<file path="config.mk">
export PLATFORM = sky130hd
export DESIGN_NAME = led_pattern_engine
export DESIGN_NICKNAME = d
export VERILOG_FILES = /design/src/rtl/led_pattern_engine.sv
export SDC_FILE = /design/constraint.sdc
export NUM_CORES = 1
export LEC_CHECK = 0
export CORE_MARGIN = 2
export CORE_UTILIZATION = 45
export DETAILED_ROUTE_END_ITERATION = 8
export REMOVE_ABC_BUFFERS = 1
export SLEW_MARGIN = 20
export SYNTH_ARGS = -nofsm -noshare
export SYNTH_HDL_FRONTEND = slang
export SYNTH_SLANG_ARGS = --single-unit
</file>
<file path="constraint.sdc">
create_clock -name clk -period 3.2 [get_ports clk]
set_clock_uncertainty 0.2 [all_clocks]
set_input_delay 0.64 -clock clk [delete_from_list [all_inputs] [get_ports clk]]
set_output_delay 0.64 -clock clk [all_outputs]
set_load 0.01 [all_outputs]
</file>
<file path="src/rtl/led_pattern_engine.sv">
// led_pattern_engine
//
// Mode-selectable LED driver for the reaction-timer board. A single phase
// counter paces the BLINK and CHASE patterns. SINGLE lights the LED picked
// by led_sel. OFF blanks the bank.
//
// Parameters
//   NUM_LEDS    : number of LED outputs (>= 2)
//   HALF_PERIOD : clk cycles per pattern phase (>= 1)
//
// Ports
//   clk        in   1         system clock (single domain)
//   reset      in   1         synchronous, active-high reset
//   mode       in   2         00 OFF, 01 BLINK, 10 CHASE, 11 SINGLE
//   led_sel    in   SEL_W     LED index used in SINGLE mode
//   leds       out  NUM_LEDS  registered LED drive, 1 = on
//   phase_tick out  1         one-cycle pulse per BLINK/CHASE advance
//
// All outputs come straight from flops. The mode register doubles as the
// FSM state: a difference between the incoming mode and the stored mode
// marks an entry edge.

module led_pattern_engine #(
  parameter int NUM_LEDS    = 4,
  parameter int HALF_PERIOD = 50000000,
  localparam int CNT_W      = (HALF_PERIOD > 1) ? $clog2(HALF_PERIOD) : 1,
  localparam int SEL_W      = (NUM_LEDS > 1) ? $clog2(NUM_LEDS) : 1
) (
  input  logic                clk,
  input  logic                reset,
  input  logic [1:0]          mode,
  input  logic [SEL_W-1:0]    led_sel,
  output logic [NUM_LEDS-1:0] leds,
  output logic                phase_tick
);

  typedef enum logic [1:0] {
    MODE_OFF    = 2'b00,
    MODE_BLINK  = 2'b01,
    MODE_CHASE  = 2'b10,
    MODE_SINGLE = 2'b11
  } mode_e;

  // Last count value of a phase; the advance happens when cnt reaches it.
  localparam logic [CNT_W-1:0] CNT_LAST = CNT_W'(HALF_PERIOD - 1);

  localparam logic [NUM_LEDS-1:0] LEDS_ZERO  = {NUM_LEDS{1'b0}};
  localparam logic [NUM_LEDS-1:0] LEDS_ONES  = {NUM_LEDS{1'b1}};
  localparam logic [NUM_LEDS-1:0] LEDS_FIRST = {{(NUM_LEDS-1){1'b0}}, 1'b1};

  // One-hot decode of an LED index. An index at or beyond NUM_LEDS yields
  // an all-off vector, which covers the non-power-of-two bank sizes.
  function automatic logic [NUM_LEDS-1:0] decode_sel(input logic [SEL_W-1:0] sel);
    logic [NUM_LEDS-1:0] result;
    result = LEDS_ZERO;
    for (int i = 0; i < NUM_LEDS; i++) begin
      if (int'(sel) == i) begin
        result[i] = 1'b1;
      end else begin
        result[i] = 1'b0;
      end
    end
    return result;
  endfunction

  // Rotate left by one; the top LED wraps around to LED 0.
  function automatic logic [NUM_LEDS-1:0] rotate_left(input logic [NUM_LEDS-1:0] v);
    return {v[NUM_LEDS-2:0], v[NUM_LEDS-1]};
  endfunction

  // LED pattern loaded on the edge a mode is entered.
  function automatic logic [NUM_LEDS-1:0] entry_pattern(input mode_e m,
                                                        input logic [SEL_W-1:0] sel);
    logic [NUM_LEDS-1:0] result;
    case (m)
      MODE_OFF:    result = LEDS_ZERO;
      MODE_BLINK:  result = LEDS_ONES;
      MODE_CHASE:  result = LEDS_FIRST;
      MODE_SINGLE: result = decode_sel(sel);
      default:     result = LEDS_ZERO;
    endcase
    return result;
  endfunction

  mode_e               mode_in_s;
  mode_e               mode_r;
  mode_e               mode_nxt_s;
  logic [CNT_W-1:0]    cnt_r;
  logic [CNT_W-1:0]    cnt_nxt_s;
  logic [NUM_LEDS-1:0] leds_r;
  logic [NUM_LEDS-1:0] leds_nxt_s;
  logic                tick_r;
  logic                tick_nxt_s;
  logic                entry_s;
  logic                term_s;

  assign mode_in_s = mode_e'(mode);
  assign entry_s   = (mode_in_s != mode_r);
  assign term_s    = (cnt_r == CNT_LAST);

  // Next-state logic: reset first, then mode entry, then steady behaviour.
  // Entry outranks a coincident terminal count, so a switch never ticks.
  always_comb begin
    mode_nxt_s = mode_r;
    cnt_nxt_s  = {CNT_W{1'b0}};
    leds_nxt_s = leds_r;
    tick_nxt_s = 1'b0;

    if (reset) begin
      mode_nxt_s = MODE_OFF;
      cnt_nxt_s  = {CNT_W{1'b0}};
      leds_nxt_s = LEDS_ZERO;
      tick_nxt_s = 1'b0;
    end else if (entry_s) begin
      mode_nxt_s = mode_in_s;
      cnt_nxt_s  = {CNT_W{1'b0}};
      leds_nxt_s = entry_pattern(mode_in_s, led_sel);
      tick_nxt_s = 1'b0;
    end else begin
      case (mode_r)
        MODE_OFF: begin
          leds_nxt_s = LEDS_ZERO;
        end
        MODE_BLINK: begin
          if (term_s) begin
            cnt_nxt_s  = {CNT_W{1'b0}};
            leds_nxt_s = ~leds_r;
            tick_nxt_s = 1'b1;
          end else begin
            cnt_nxt_s  = cnt_r + CNT_W'(1'b1);
            leds_nxt_s = leds_r;
            tick_nxt_s = 1'b0;
          end
        end
        MODE_CHASE: begin
          if (term_s) begin
            cnt_nxt_s  = {CNT_W{1'b0}};
            leds_nxt_s = rotate_left(leds_r);
            tick_nxt_s = 1'b1;
          end else begin
            cnt_nxt_s  = cnt_r + CNT_W'(1'b1);
            leds_nxt_s = leds_r;
            tick_nxt_s = 1'b0;
          end
        end
        MODE_SINGLE: begin
          // Track led_sel every cycle so the selection lags by one edge.
          leds_nxt_s = decode_sel(led_sel);
        end
        default: begin
          mode_nxt_s = MODE_OFF;
          leds_nxt_s = LEDS_ZERO;
        end
      endcase
    end
  end

  // State and output registers.
  always_ff @(posedge clk) begin
    mode_r <= mode_nxt_s;
    cnt_r  <= cnt_nxt_s;
    leds_r <= leds_nxt_s;
    tick_r <= tick_nxt_s;
  end

  assign leds       = leds_r;
  assign phase_tick = tick_r;

endmodule

</file>
==> results by group, run 1 <==
Run status
  – Outcome: finished clean

Power
  – Power Density: 417 nW/µm²
  – Lkg Pwr: 0.608 nW
  – Power Total: 0.795 mW
  – Peak VDD IR: 0.000227 V

Final layout
  – FF/Latch Area: 661 µm²
  – Layout Nets: 216
  – Post-route insts no fill: 253
  – Design Area, Final: 1910 µm²
  – Share of cells above drive strength 1: 4.88%
  – Core Util, Final: 51.7%
  – P&R area growth vs syn: 10.0%
  – Area of the multi-input gates: 961 µm²
  – Diodes inserted: 0
  – Fillers: 361

Setup path
  – Critical path type: reg -> reg
  – Reg-to-Reg Start: cnt_r[18]
  – Reg2Reg Capture Point: cnt_r[9]
  – Slowest CP cell: a21o_1
  – CP Launch Type: register
  – Critical path arrival: 2.35 ns
  – Worst R2R Setup Slack: 0.78 ns
  – Critical Path RT: 3.13 ns
  – CP endpoint kind: register
  – Largest stage delay, worst path: 0.71 ns
  – Worst r2r path cells: 4
  – Critical-path cell list: or4b_4 -> nor4_4 -> a21o_1 -> nor2_1
  – CP Max Fanout: 26

CTS
  – Max clock buf depth: 2
  – CTS Buf Count: 5
  – Worst skew pair latency: 0.28 ns
  – H-tree depth: 2
  – CTS clock-pin slew for the worst setup and hold paths: 0.06 ns
  – # resized after CTS: 0
  – Sink Count: 33
  – Cts hold-fix bufs: 0
  – TritonCTS clock tree: done
  – Setup Buffers After CTS: 0
  – Root buffer cell: clkbuf_8

Drt
  – Via/cell ratio: 5.82
  – DRC Markers: 0
  – DR iter-0 viols: 114
  – Via count: 1473
  – Detail Route Antenna Nets: 0
  – Routed WL per cell: 13.8 µm
  – Drt pass-1 iters: 6
  – Final WL: 3.49 mm

Place
  – GP Congestion: 0.846
  – DP Worst Slack: 0.554 ns
  – DP Area: 1820 µm²
  – Detail Placement HPWL: 2.54 mm
  – Port buffer count: 10
  – Placed Cells: 246

Synth
  – Asr flop ratio synth: 0%
  – Synth area leader: dfxtp_1
  – Post-synth cell types: 37
  – Cells after Synth: 197
  – Number of synthesized flops with an enable pin: 0
  – Sequential share of the synthesized area: 38.2%
  – Mapped Area: 1730 µm²
  – Ys flop type: dfxtp_1
  – Synth cell count leaders: dfxtp_1, nor2_1, a21oi_1
  – Syn_area_per_cell: 8.79 µm²
  – Seq cells post-synth: 33
  – Most frequent cell after synthesis: dfxtp_1
  – Top cells by area, synth: dfxtp_1, xor2_1, a21oi_1
  – Warnings, synthesis: 0
  – Area share of the largest cell type after synthesis: 38.2%

Min path
  – Hold WC Path Type: reg -> reg
  – Hold Path Origin: cnt_r[0]
  – Hold endpoint: cnt_r[0]
  – Hold Path Stages: 1

Timing
  – Setup_tns: 0 ns
  – Max Clock Freq: 413 MHz
  – Endpoints failing hold: 0
  – Worst hold slack: 0.267 ns
  – Slew Viols, Final: 0
  – Worst rel slew slack: 44.8%
  – Final-report setup violation count: 0
  – Fin crit period: 2.42 ns
  – Worst slew pin tran: 0.828 ns
  – Unrepaired setup endpoints after global routing: no
  – Final WS setup: 0.778 ns
  – Tcrit/Tclk final: 75.7%

GRT
  – Largest net degree at the start of global routing: 27
  – Total Routing Usage GR: 18.2%
  – First-pass GRT wire length: 6.11 mm
  – Gr ovfl total: 0
  – Met1 Usage GRT: 21.7%
  – Met3 usage: 4.60%
  – Busiest grt layer: met2
  – Initial antenna violation count: 0
  – Vias in the first global route: 1439
  – Met2 usage: 31.7%

Floorplan
  – Core Region: 3690 µm²
  – Die W: 66.0 µm
  – I/O pins: 11
  – Die Ht: 66.0 µm
  – Initial Util: 46.9%
  – Core Rows: 22
  – Die area: 4360 µm²

Job
  – Max-Cap Viols: 0
-- sequential cells by signal, indices dropped and copies added (netlist names) --
signal,count
mode_r,2
cnt_r,26
leds,4
phase_tick,1
-- worst max-delay path, delay by kind of cell, from the launching register on --
kind	cells	cell delay, ns
DFF	1	0.39
AOI/OAI and AO/OA	1	0.71
and+or+nand+nor	3	0.98
-- layer usage --
layer / part of all wire (%) / routed length, µm
met2: 47 / 1640
met3: 4.1 / 143
met5: 0 / 0
met4: 1.5 / 53
met1: 47 / 1650
-- layout by cell type (no fill, tap or decap), types with 2 or more instances in the layout --
cell type / count
dfxtp_1: 33
nor2_1: 20
a21oi_1: 16
inv_1: 10
nand4_1: 10
xor2_1: 10
clkdlybuf4s50_1: 10
nand2_1: 8
nand3_1: 8
o21ai_0: 8
or3_1: 7
and4_1: 6
clkbuf_8: 6
o31ai_1: 5
or4_1: 5
ha_1: 5
xnor2_1: 4
a222oi_1: 4
a221oi_1: 4
and2_1: 3
and3_1: 3
o22a_1: 3
a21o_1: 2
a31oi_1: 2
nor2b_1: 2
-- logic make-up after synthesis --
kind of cell,after synthesis,share of synthesized area (%)
and+or+nand+nor,80,27.2
AOI/OAI and AO/OA,46,17.6
DFF,33,38.2
buffers and inverters,19,6.36
xor gates and xnor gates,14,7.08
adders and majority gates,5,3.61
-- how the worst max path moves through the flow --
| stage | start | endpoint | cells after the start |
|---|---|---|---|
| 2_1_floorplan | cnt_r[16] | cnt_r[10] | 4 |
| 3_3_place_gp | mode[0] | cnt_r[3] | 5 |
| 3_5_place_dp | mode[0] | cnt_r[9] | 5 |
| 4_1_cts | cnt_r[16] | cnt_r[9] | 4 |
| 5_1_grt | cnt_r[16] | cnt_r[6] | 4 |
| 6_report | cnt_r[18] | cnt_r[9] | 4 |
-- power breakdown --
| group | leakage [nW] | internal, mW | switching [mW] | total, mW |
|---|---|---|---|---|
| clock | 0.0443 | 0.170 | 0.135 | 0.306 |
| sequential | 0.267 | 0.417 | 0.00869 | 0.426 |
| combinational | 0.297 | 0.0312 | 0.0316 | 0.0628 |
| total | 0.608 | 0.619 | 0.176 | 0.795 |
-- layout make-up --
class | instances | share of cell area [%]
clock buffers | 7 | 4.53
inverters | 10 | 1.97
multi-input cells | 145 | 50.4
flip-flops and latches | 33 | 34.7
well taps | 48 | 3.15
repair buffers | 10 | 5.25
Power figures use the tool's default switching activity.
==> run 2: changes to the inputs <==
PLACE_DENSITY = 0.66   (was default)
clock period = 2 ns   (was 3.2 ns; I/O delays follow)
==> results by group, run 2 (synthesis results as in run 1) <==
Drt
  – Final WL: 3.64 mm (was 3.49 mm)
  – DR iter-0 viols: 93 (was 114)
  – Routed WL per cell: 13.3 µm (was 13.8 µm)
  – DRC Markers: 0 (unchanged)
  – Detail Route Antenna Nets: 0 (unchanged)
  – Via count: 1557 (was 1473)
  – Drt pass-1 iters: 5 (was 6)
  – Via/cell ratio: 5.70 (was 5.82)

Floorplan
  – Die W: 66.0 µm (unchanged)
  – Core Rows: 22 (unchanged)
  – Core Region: 3690 µm² (unchanged)
  – Die Ht: 66.0 µm (unchanged)
  – Initial Util: 46.9% (unchanged)
  – I/O pins: 11 (unchanged)
  – Die area: 4360 µm² (unchanged)

Timing
  – Final-report setup violation count: 0 (unchanged)
  – Worst hold slack: 0.261 ns (was 0.267 ns)
  – Tcrit/Tclk final: 96.8% (was 75.7%)
  – Slew Viols, Final: 0 (unchanged)
  – Endpoints failing hold: 0 (unchanged)
  – Setup_tns: 0 ns (unchanged)
  – Max Clock Freq: 517 MHz (was 413 MHz)
  – Worst rel slew slack: 74.6% (was 44.8%)
  – Worst slew pin tran: 0.377 ns (was 0.828 ns)
  – Fin crit period: 1.94 ns (was 2.42 ns)
  – Unrepaired setup endpoints after global routing: yes (was no)

Final layout
  – Most frequent cells in the layout: dfxtp_1, nor2_1, buf_4, a21oi_1 (was dfxtp_1, nor2_1, a21oi_1)
  – Layout Nets: 235 (was 216)
  – Largest Register: cnt_r (unchanged)
  – Design Area, Final: 2050 µm² (was 1910 µm²)
  – Flip-flop count of the largest register after layout: 26 (unchanged)
  – Most common cell after layout, fill and taps aside: dfxtp_1 (unchanged)
  – Share of cells above drive strength 1: 14.7% (was 4.88%)
  – P&R area growth vs syn: 18.6% (was 10.0%)
  – Diodes inserted: 0 (unchanged)

CTS
  – Sink Count: 33 (unchanged)
  – Worst skew pair latency: 0.29 ns (was 0.28 ns)
  – CTS clock-pin slew for the worst setup and hold paths: 0.06 ns (about the same)
  – H-tree depth: 2 (unchanged)
  – CTS Buf Count: 5 (unchanged)
  – TritonCTS clock tree: done (unchanged)
  – Cts hold-fix bufs: 0 (unchanged)
  – Max clock buf depth: 2 (unchanged)
  – Root buffer cell: clkbuf_8 (unchanged)

GRT
  – Initial antenna violation count: 0 (unchanged)
  – Largest net degree at the start of global routing: 14 (was 27)
  – First-pass GRT wire length: 6.48 mm (was 6.11 mm)
  – Total Routing Usage GR: 19.3% (was 18.2%)
  – Gr ovfl total: 0 (unchanged)
  – Vias in the first global route: 1573 (was 1439)

Job
  – Max-Cap Viols: 0 (unchanged)

Power
  – Clock share of power: 37.4% (was 38.5%)
  – Combinational power share: 9.0% (was 7.9%)
  – Int Pwr: 0.976 mW (was 0.619 mW)
  – Power Total: 1.27 mW (was 0.795 mW)
  – Peak VDD IR: 0.000500 V (was 0.000227 V)
  – Seq pwr share: 53.6% (about the same)
  – Sw Share: 23.2% (was 22.1%)
  – Power Density: 619 nW/µm² (was 417 nW/µm²)
  – Lkg Pwr: 0.697 nW (was 0.608 nW)
  – NetSw: 0.295 mW (was 0.176 mW)

Setup path
  – CP Max Fanout: 5 (was 26)
  – Slowest CP cell: or4_4 (was a21o_1)
  – CP endpoint kind: register (unchanged)
  – Critical Path RT: 1.99 ns (was 3.13 ns)
  – Critical path arrival: 1.93 ns (was 2.35 ns)
  – Largest stage delay, worst path: 0.54 ns (was 0.71 ns)
  – Critical path type: reg -> reg (unchanged)
  – CP Launch Type: register (unchanged)
  – Critical-path cell list: or4_4 -> nor4_4 -> buf_4 -> nand2_2 -> a221oi_1 (was or4b_4 -> nor4_4 -> a21o_1 -> nor2_1)

Place
  – Port buffer count: 10 (unchanged)
  – DP Area: 1950 µm² (was 1820 µm²)
  – GP Congestion: 0.884 (was 0.846)
  – Detail Placement HPWL: 2.71 mm (was 2.54 mm)

Min path
  – Hold WC Path Type: reg -> reg (unchanged)

Run status
  – Outcome: finished clean (unchanged)
-- run 2: changes by cell type in the layout (fill, tap and decap cells not counted), sizes merged --
cell / delta
clkbuf: +1
buf: +19
-- run 2: layout make-up --
type | count | area (µm²)
fillers | 363 | 1630
multi-input cells | 145 | 971
flip-flops and latches | 33 | 663
repair buffers | 29 | 243
clock buffers | 8 | 80.1
well taps | 48 | 60.1
inverters | 10 | 37.5
-- run 2: power by group through the flow --
stage | combinational, mW | clock (mW) | sequential [mW]
floorplan | 0.0544 | 0 | 0.696
global placement | 0.108 | 0 | 0.694
detailed placement | 0.112 | 0 | 0.696
CTS | 0.113 | 0.488 | 0.681
global route | 0.126 | 0.515 | 0.682
finish | 0.115 | 0.475 | 0.681
-- run 2: stage by stage --
step	utilization (%)	worst slack (ns)	cells
2_1_floorplan	-	-0.116	188
5_1_grt	55.7	-0.0293	273
3_5_place_dp	53.0	-0.163	264
3_3_place_gp	53.0	-0.0367	264
6_report	55.7	0.0647	273
4_1_cts	55.2	0.0466	272
-- run 2: path summary, 6_finish.rpt --
| check | slack (ns) | from | to | cells after the start |
|---|---|---|---|---|
| worst max register to register | 0.06 | cnt_r[16] | leds[2] | 5 |
| worst min-delay path | 0.26 | cnt_r[0] | cnt_r[0] | 1 |
| worst min register to register | 0.26 | cnt_r[0] | cnt_r[0] | 1 |
| worst max-delay path | 0.06 | cnt_r[16] | leds[2] | 5 |
-- run 2: worst max-delay path: cells and delay by family (launching register included) --
family / cells / cell delay, ns
compound gates: 1 / 0.26
buf+inv: 1 / 0.16
flops: 1 / 0.32
simple gates: 3 / 0.90
-- run 2: repair_timing --
action | 4_1_cts | 5_1_grt
gates resized for setup | 0 | 5
endpoints found under the hold margin | 0 | 0
buffers inserted | 0 | 1
setup endpoints to repair | 0 | 8
-- run 2: metal layers --
metal	wire [µm]	global-route usage [%]	share of wire, %
met3	135	4.60	3.7
met2	1790	34.1	49
met1	1610	21.4	44
met4	106	9.69	2.9
met5	0	0	0
==> run 3: changes to the inputs <==
CTS_CLUSTER_DIAMETER = 120   (was default)
==> results of run 3 <==
Same layout as run 2: the final DEF is identical, and so are final timing and power.
